## config.mk

```make
export PLATFORM = sky130hd
export DESIGN_NAME = debounce_edge_detector
export DESIGN_NICKNAME = d
export VERILOG_FILES = /design/src/rtl/debounce_edge_detector.sv
export SDC_FILE = /design/constraint.sdc
export NUM_CORES = 1
export LEC_CHECK = 0
export CAP_MARGIN = 30
export CORE_ASPECT_RATIO = 1.1
export CORE_UTILIZATION = 65
export DETAILED_ROUTE_END_ITERATION = 16
export HOLD_SLACK_MARGIN = 0.05
export PLACE_DENSITY = 0.82
export SLEW_MARGIN = 5
export SYNTH_ARGS = -nofsm -noshare
export SYNTH_HDL_FRONTEND = slang
export SYNTH_SLANG_ARGS = --single-unit
```

## constraint.sdc

```tcl
create_clock -name clk -period 4.1 [get_ports clk]
set_input_delay 0.41 -clock clk [delete_from_list [all_inputs] [get_ports clk]]
set_output_delay 0.41 -clock clk [all_outputs]
set_load 0.005 [all_outputs]
```

## src/rtl/debounce_edge_detector.sv

```systemverilog
// Multi-channel button conditioner: 2-FF sync, counter debounce, selectable
// edge pulse and hold-to-repeat pulse per channel. All outputs registered.
module debounce_edge_detector #(
   parameter int unsigned CHANNELS      = 4,
   parameter int unsigned DB_CYCLES     = 16,
   parameter int unsigned HOLD_CYCLES   = 64,
   parameter int unsigned REPEAT_CYCLES = 16,
   parameter int unsigned CNT_W         = 16
) (
   input  logic                  clk,
   input  logic                  rst_n,
   input  logic [CHANNELS-1:0]   sig,
   input  logic [2*CHANNELS-1:0] edge_mode,
   input  logic [CHANNELS-1:0]   repeat_en,
   output logic [CHANNELS-1:0]   level,
   output logic [CHANNELS-1:0]   pulse,
   output logic [CHANNELS-1:0]   rpt
);

   localparam logic [CNT_W-1:0] DB_LAST   = CNT_W'(DB_CYCLES - 1);
   localparam logic [CNT_W-1:0] HOLD_LAST = CNT_W'(HOLD_CYCLES - 1);
   localparam logic [CNT_W-1:0] RPT_LAST  = CNT_W'(REPEAT_CYCLES - 1);

   logic [CHANNELS-1:0] s1_q, s2_q;
   logic [CHANNELS-1:0] level_q, level_d;
   logic [CHANNELS-1:0] pulse_q, pulse_d;
   logic [CHANNELS-1:0] rpt_q, rpt_d;
   // phase_q: 0 while waiting for the first repeat, 1 between later repeats
   logic [CHANNELS-1:0] phase_q, phase_d;
   logic [CNT_W-1:0]    db_cnt_q   [CHANNELS];
   logic [CNT_W-1:0]    db_cnt_d   [CHANNELS];
   logic [CNT_W-1:0]    hold_cnt_q [CHANNELS];
   logic [CNT_W-1:0]    hold_cnt_d [CHANNELS];

   always_comb begin
      level_d = level_q;
      pulse_d = '0;
      rpt_d   = '0;
      phase_d = phase_q;
      for (int i = 0; i < int'(CHANNELS); i++) begin
         db_cnt_d[i]   = db_cnt_q[i];
         hold_cnt_d[i] = hold_cnt_q[i];

         if (s2_q[i] == level_q[i]) begin
            db_cnt_d[i] = '0;
         end else if (db_cnt_q[i] == DB_LAST) begin
            db_cnt_d[i] = '0;
            level_d[i]  = s2_q[i];
            pulse_d[i]  = s2_q[i] ? edge_mode[2*i] : edge_mode[2*i+1];
         end else begin
            db_cnt_d[i] = db_cnt_q[i] + CNT_W'(1);
         end

         // A falling toggle on this edge suppresses any repeat due now
         if (!level_q[i] || !level_d[i] || !repeat_en[i]) begin
            hold_cnt_d[i] = '0;
            phase_d[i]    = 1'b0;
         end else if (hold_cnt_q[i] == (phase_q[i] ? RPT_LAST : HOLD_LAST)) begin
            hold_cnt_d[i] = '0;
            phase_d[i]    = 1'b1;
            rpt_d[i]      = 1'b1;
         end else begin
            hold_cnt_d[i] = hold_cnt_q[i] + CNT_W'(1);
         end
      end
   end

   always_ff @(posedge clk or negedge rst_n) begin
      if (!rst_n) begin
         s1_q    <= '0;
         s2_q    <= '0;
         level_q <= '0;
         pulse_q <= '0;
         rpt_q   <= '0;
         phase_q <= '0;
         for (int i = 0; i < int'(CHANNELS); i++) begin
            db_cnt_q[i]   <= '0;
            hold_cnt_q[i] <= '0;
         end
      end else begin
         s1_q    <= sig;
         s2_q    <= s1_q;
         level_q <= level_d;
         pulse_q <= pulse_d;
         rpt_q   <= rpt_d;
         phase_q <= phase_d;
         for (int i = 0; i < int'(CHANNELS); i++) begin
            db_cnt_q[i]   <= db_cnt_d[i];
            hold_cnt_q[i] <= hold_cnt_d[i];
         end
      end
   end

   assign level = level_q;
   assign pulse = pulse_q;
   assign rpt   = rpt_q;

endmodule

```

==> flow_metrics.py <==
metrics = {
    "die": {
        "coreArea_um2": 10600,
        "io_pins": 30,
        "fp.dieArea_um2": 11500,
        "die-height_um": 112,
        "rows": 39,
        "start_util_pct": 67.9,
        "die_w_um": 102,
    },
    "yosys": {
        "ys_types": 42,
        "syn_area_um2": 7190,
        "postSynthAreaPerCell_um2": 10.2,
        "seq_area_frac_synth_pct": 52.9,
        "syn-num-nets": 729,
        "synthCells": 703,
        "async_reset_ff_share_pct": 100,
        "ys.flop_type": "dfrtp_1",
        "yosys_register_bits": 152,
        "ys.warnings.count": 0,
        "synth_edf_count": 0,
    },
    "grt": {
        "grt_pass1_wl_um": 23900,
        "antenna_found_initial": 0,
        "gr-total-overflow": 0,
        "grt_pass1_vias": 5355,
        "globalRouteTotalUtil_pct": 26.4,
        "grt_max_degree": 105,
    },
    "timing": {
        "setup_viol": 0,
        "finClkSkew_ns": 0.00631,
        "rsz0062_at_grt": "false",
        "period_share_pct": 52.7,
        "drv_slew": 0,
        "finalSetupTns_ns": 0,
        "fin_hold_ws_ns": 0.351,
        "fmax_ghz": 0.462,
        "hold_violations": 0,
        "relSlewSlack_pct": 48.0,
        "tightest_slew_ns": 0.780,
        "fin_crit_ns": 2.16,
    },
    "power_and_ir_drop": {
        "switching_share_pct": 20.7,
        "netSwitchingPower_uw": 658,
        "pwr-share-clk_pct": 49.3,
        "internal_power_mw": 2.52,
        "p_leak_nw": 3.17,
        "powerDensity_nw_per_um2": 385,
        "power_frac_seq_pct": 48.1,
        "combPwrFrac_pct": 2.5,
        "ir_drop_mv": 0.288,
    },
    "finish": {
        "syn2layout_area_growth_pct": 14.7,
        "multi_input_area_um2": 3220,
        "nets": 769,
        "final-seq-area_um2": 3800,
        "layout_common_cells": "dfrtp_1, nor2_1, xnor2_1",
        "utilization_pct": 77.8,
        "nFillCells": 676,
        "antenna_cells": 0,
        "layout-drive-gt1-share_pct": 7.41,
        "layout_commonest_cell": "dfrtp_1",
    },
    "route": {
        "drc": 0,
        "via_per_inst": 5.91,
        "vias": 5315,
        "wirelength_um": 13600,
        "wire_per_inst_um": 15.1,
        "first_pass_iters": 4,
        "drt_iter0_drc": 328,
        "ant_nets": 0,
    },
    "outcome": {
        "status": "complete, no violations",
    },
    "critical_path": {
        "r2r_slack_ns": 1.94,
        "cp-end-kind": "flip-flop",
        "cp_slowest_stage_delay_ns": 0.66,
        "r2r-end": "phase_q[2]",
        "crit_chain": "nor4_1 > nand4_1 > o211ai_2 > o21ba_2",
        "cp.arrival_ns": 2.47,
        "cp-start-kind": "flip-flop",
        "crit_required_ns": 4.41,
        "worstSetupPathType": "flip-flop to flip-flop",
        "rr_startpoint": "db_cnt_q[20]",
        "worstPathMaxFanout": 17,
        "path_delay_family": "compound AO/OA/AOI/OAI gates",
        "worst-path-buf-inv": 0,
        "ff2ff_path_depth": 4,
        "critPathSlowestCell": "o211ai_2",
    },
    "clocking": {
        "cts_root_buf": "clkbuf_16",
        "clock-sinks": 152,
        "cts_inserted_buffers": 17,
        "cts_buffer_depth": 2,
        "worstSkewPairLatency_ns": 0.42,
        "postCtsSetupRepairBufs": 0,
        "path_clk_slew_ns": 0.06,
        "tritoncts": "yes",
        "h-tree-depth": 4,
    },
    "placement": {
        "hpwl_um": 8640,
        "portBuffers": 29,
        "gp_congestion": 0.812,
    },
    "worst_hold_path": {
        "hold_path_depth": 0,
        "min-delay-start": "s1_q[1]",
        "min_to": "s2_q[1]",
        "min_path_type": "flip-flop to flip-flop",
    },
    "flow_run": {
        "drv_cap": 0,
    },
}
logic make-up after synthesis:
group                    Yosys count  synth area share [%]
buffers and inverters             38                  2.37
XOR/XNOR                         113                  13.8
multiplexers                       4                 0.626
adder cells (fa/ha/maj)            8                  1.39
flip-flops                       152                  52.9
AND/OR/NAND/NOR                  363                  26.1
AO/OA/AOI/OAI                     25                  2.80
cells in the mapped netlist (all sizes together), types with 3 or more instances:
library cell / number / area share, %
a21oi: 10 / 0.80
and2: 3 / 0.26
and3: 11 / 0.96
buf: 10 / 0.89
clkbuf: 3 / 0.17
dfrtp: 152 / 53
ha: 8 / 1.4
inv: 25 / 1.3
mux2: 4 / 0.63
nand2: 28 / 1.5
nand3: 38 / 3.0
nand3b: 8 / 0.84
nand4: 36 / 3.3
nor2: 113 / 5.9
nor2b: 3 / 0.26
nor3: 57 / 4.0
nor4: 49 / 4.3
nor4b: 4 / 0.49
o21ai: 3 / 0.21
or2: 4 / 0.42
xnor2: 90 / 11
xor2: 23 / 2.8
worst max-delay path by stage:
stage                            start        endpoint  cells after the start
after floorplan           db_cnt_q[16]  hold_cnt_q[22]                      6
after detailed placement  db_cnt_q[16]      phase_q[2]                      5
after global routing      db_cnt_q[20]      phase_q[2]                      4
after CTS                 db_cnt_q[20]      phase_q[2]                      4
after global placement    db_cnt_q[16]      phase_q[2]                      5
final                     db_cnt_q[20]      phase_q[2]                      4
flip-flops by register name (all words and copies together), names as in the netlist:
name / cells
rpt: 4
s1_q: 4
s2_q: 4
hold_cnt_q: 64
pulse: 4
db_cnt_q: 64
phase_q: 4
level: 4
power groups by stage:
| stage | registers (mW) | logic, mW | clock network [mW] |
|---|---|---|---|
| global placement | 1.55 | 0.0751 | 0 |
| global route | 1.53 | 0.0928 | 1.66 |
| CTS | 1.53 | 0.0793 | 1.59 |
| detailed placement | 1.56 | 0.0785 | 0 |
| finish | 1.53 | 0.0805 | 1.57 |
| floorplan | 1.55 | 0.0246 | 0 |
per-layer routing:
| layer | track usage [%] | wire length (um) | share of wire, % |
|---|---|---|---|
| met5 | 0 | 0 | 0 |
| met4 | 10.8 | 204 | 1.5 |
| met3 | 6.35 | 411 | 3.0 |
| met2 | 44.1 | 6980 | 51 |
| met1 | 32.7 | 5990 | 44 |
through the flow:
step | cell area (um^2) | setup WS [ns] | power [mW] | instances
final | 8240 | 1.94 | 3.18 | 899
after global routing | 8240 | 1.75 | 3.28 | 899
after CTS | 8210 | 1.92 | 3.20 | 897
after detailed placement | 7610 | 2.00 | 1.63 | 865
after global placement | 7600 | 2.07 | 1.63 | 864
after floorplan | 7190 | 2.42 | 1.58 | 703
area by class of cell:
type	count	share of cell area (%)
multi-input combinational	513	39.0
clock inverter	11	1.81
clock buffer	21	5.46
timing repair buffer	34	4.27
sequential	152	46.1
tap	143	2.17
inverter	25	1.14
repair_timing:
item                       4_1_cts  5_1_grt
hold buffers                     0        1
setup endpoints to repair        0        0
hold endpoints to repair         0        8
gates resized for setup          0        0
Power figures use the tool's default switching activity.
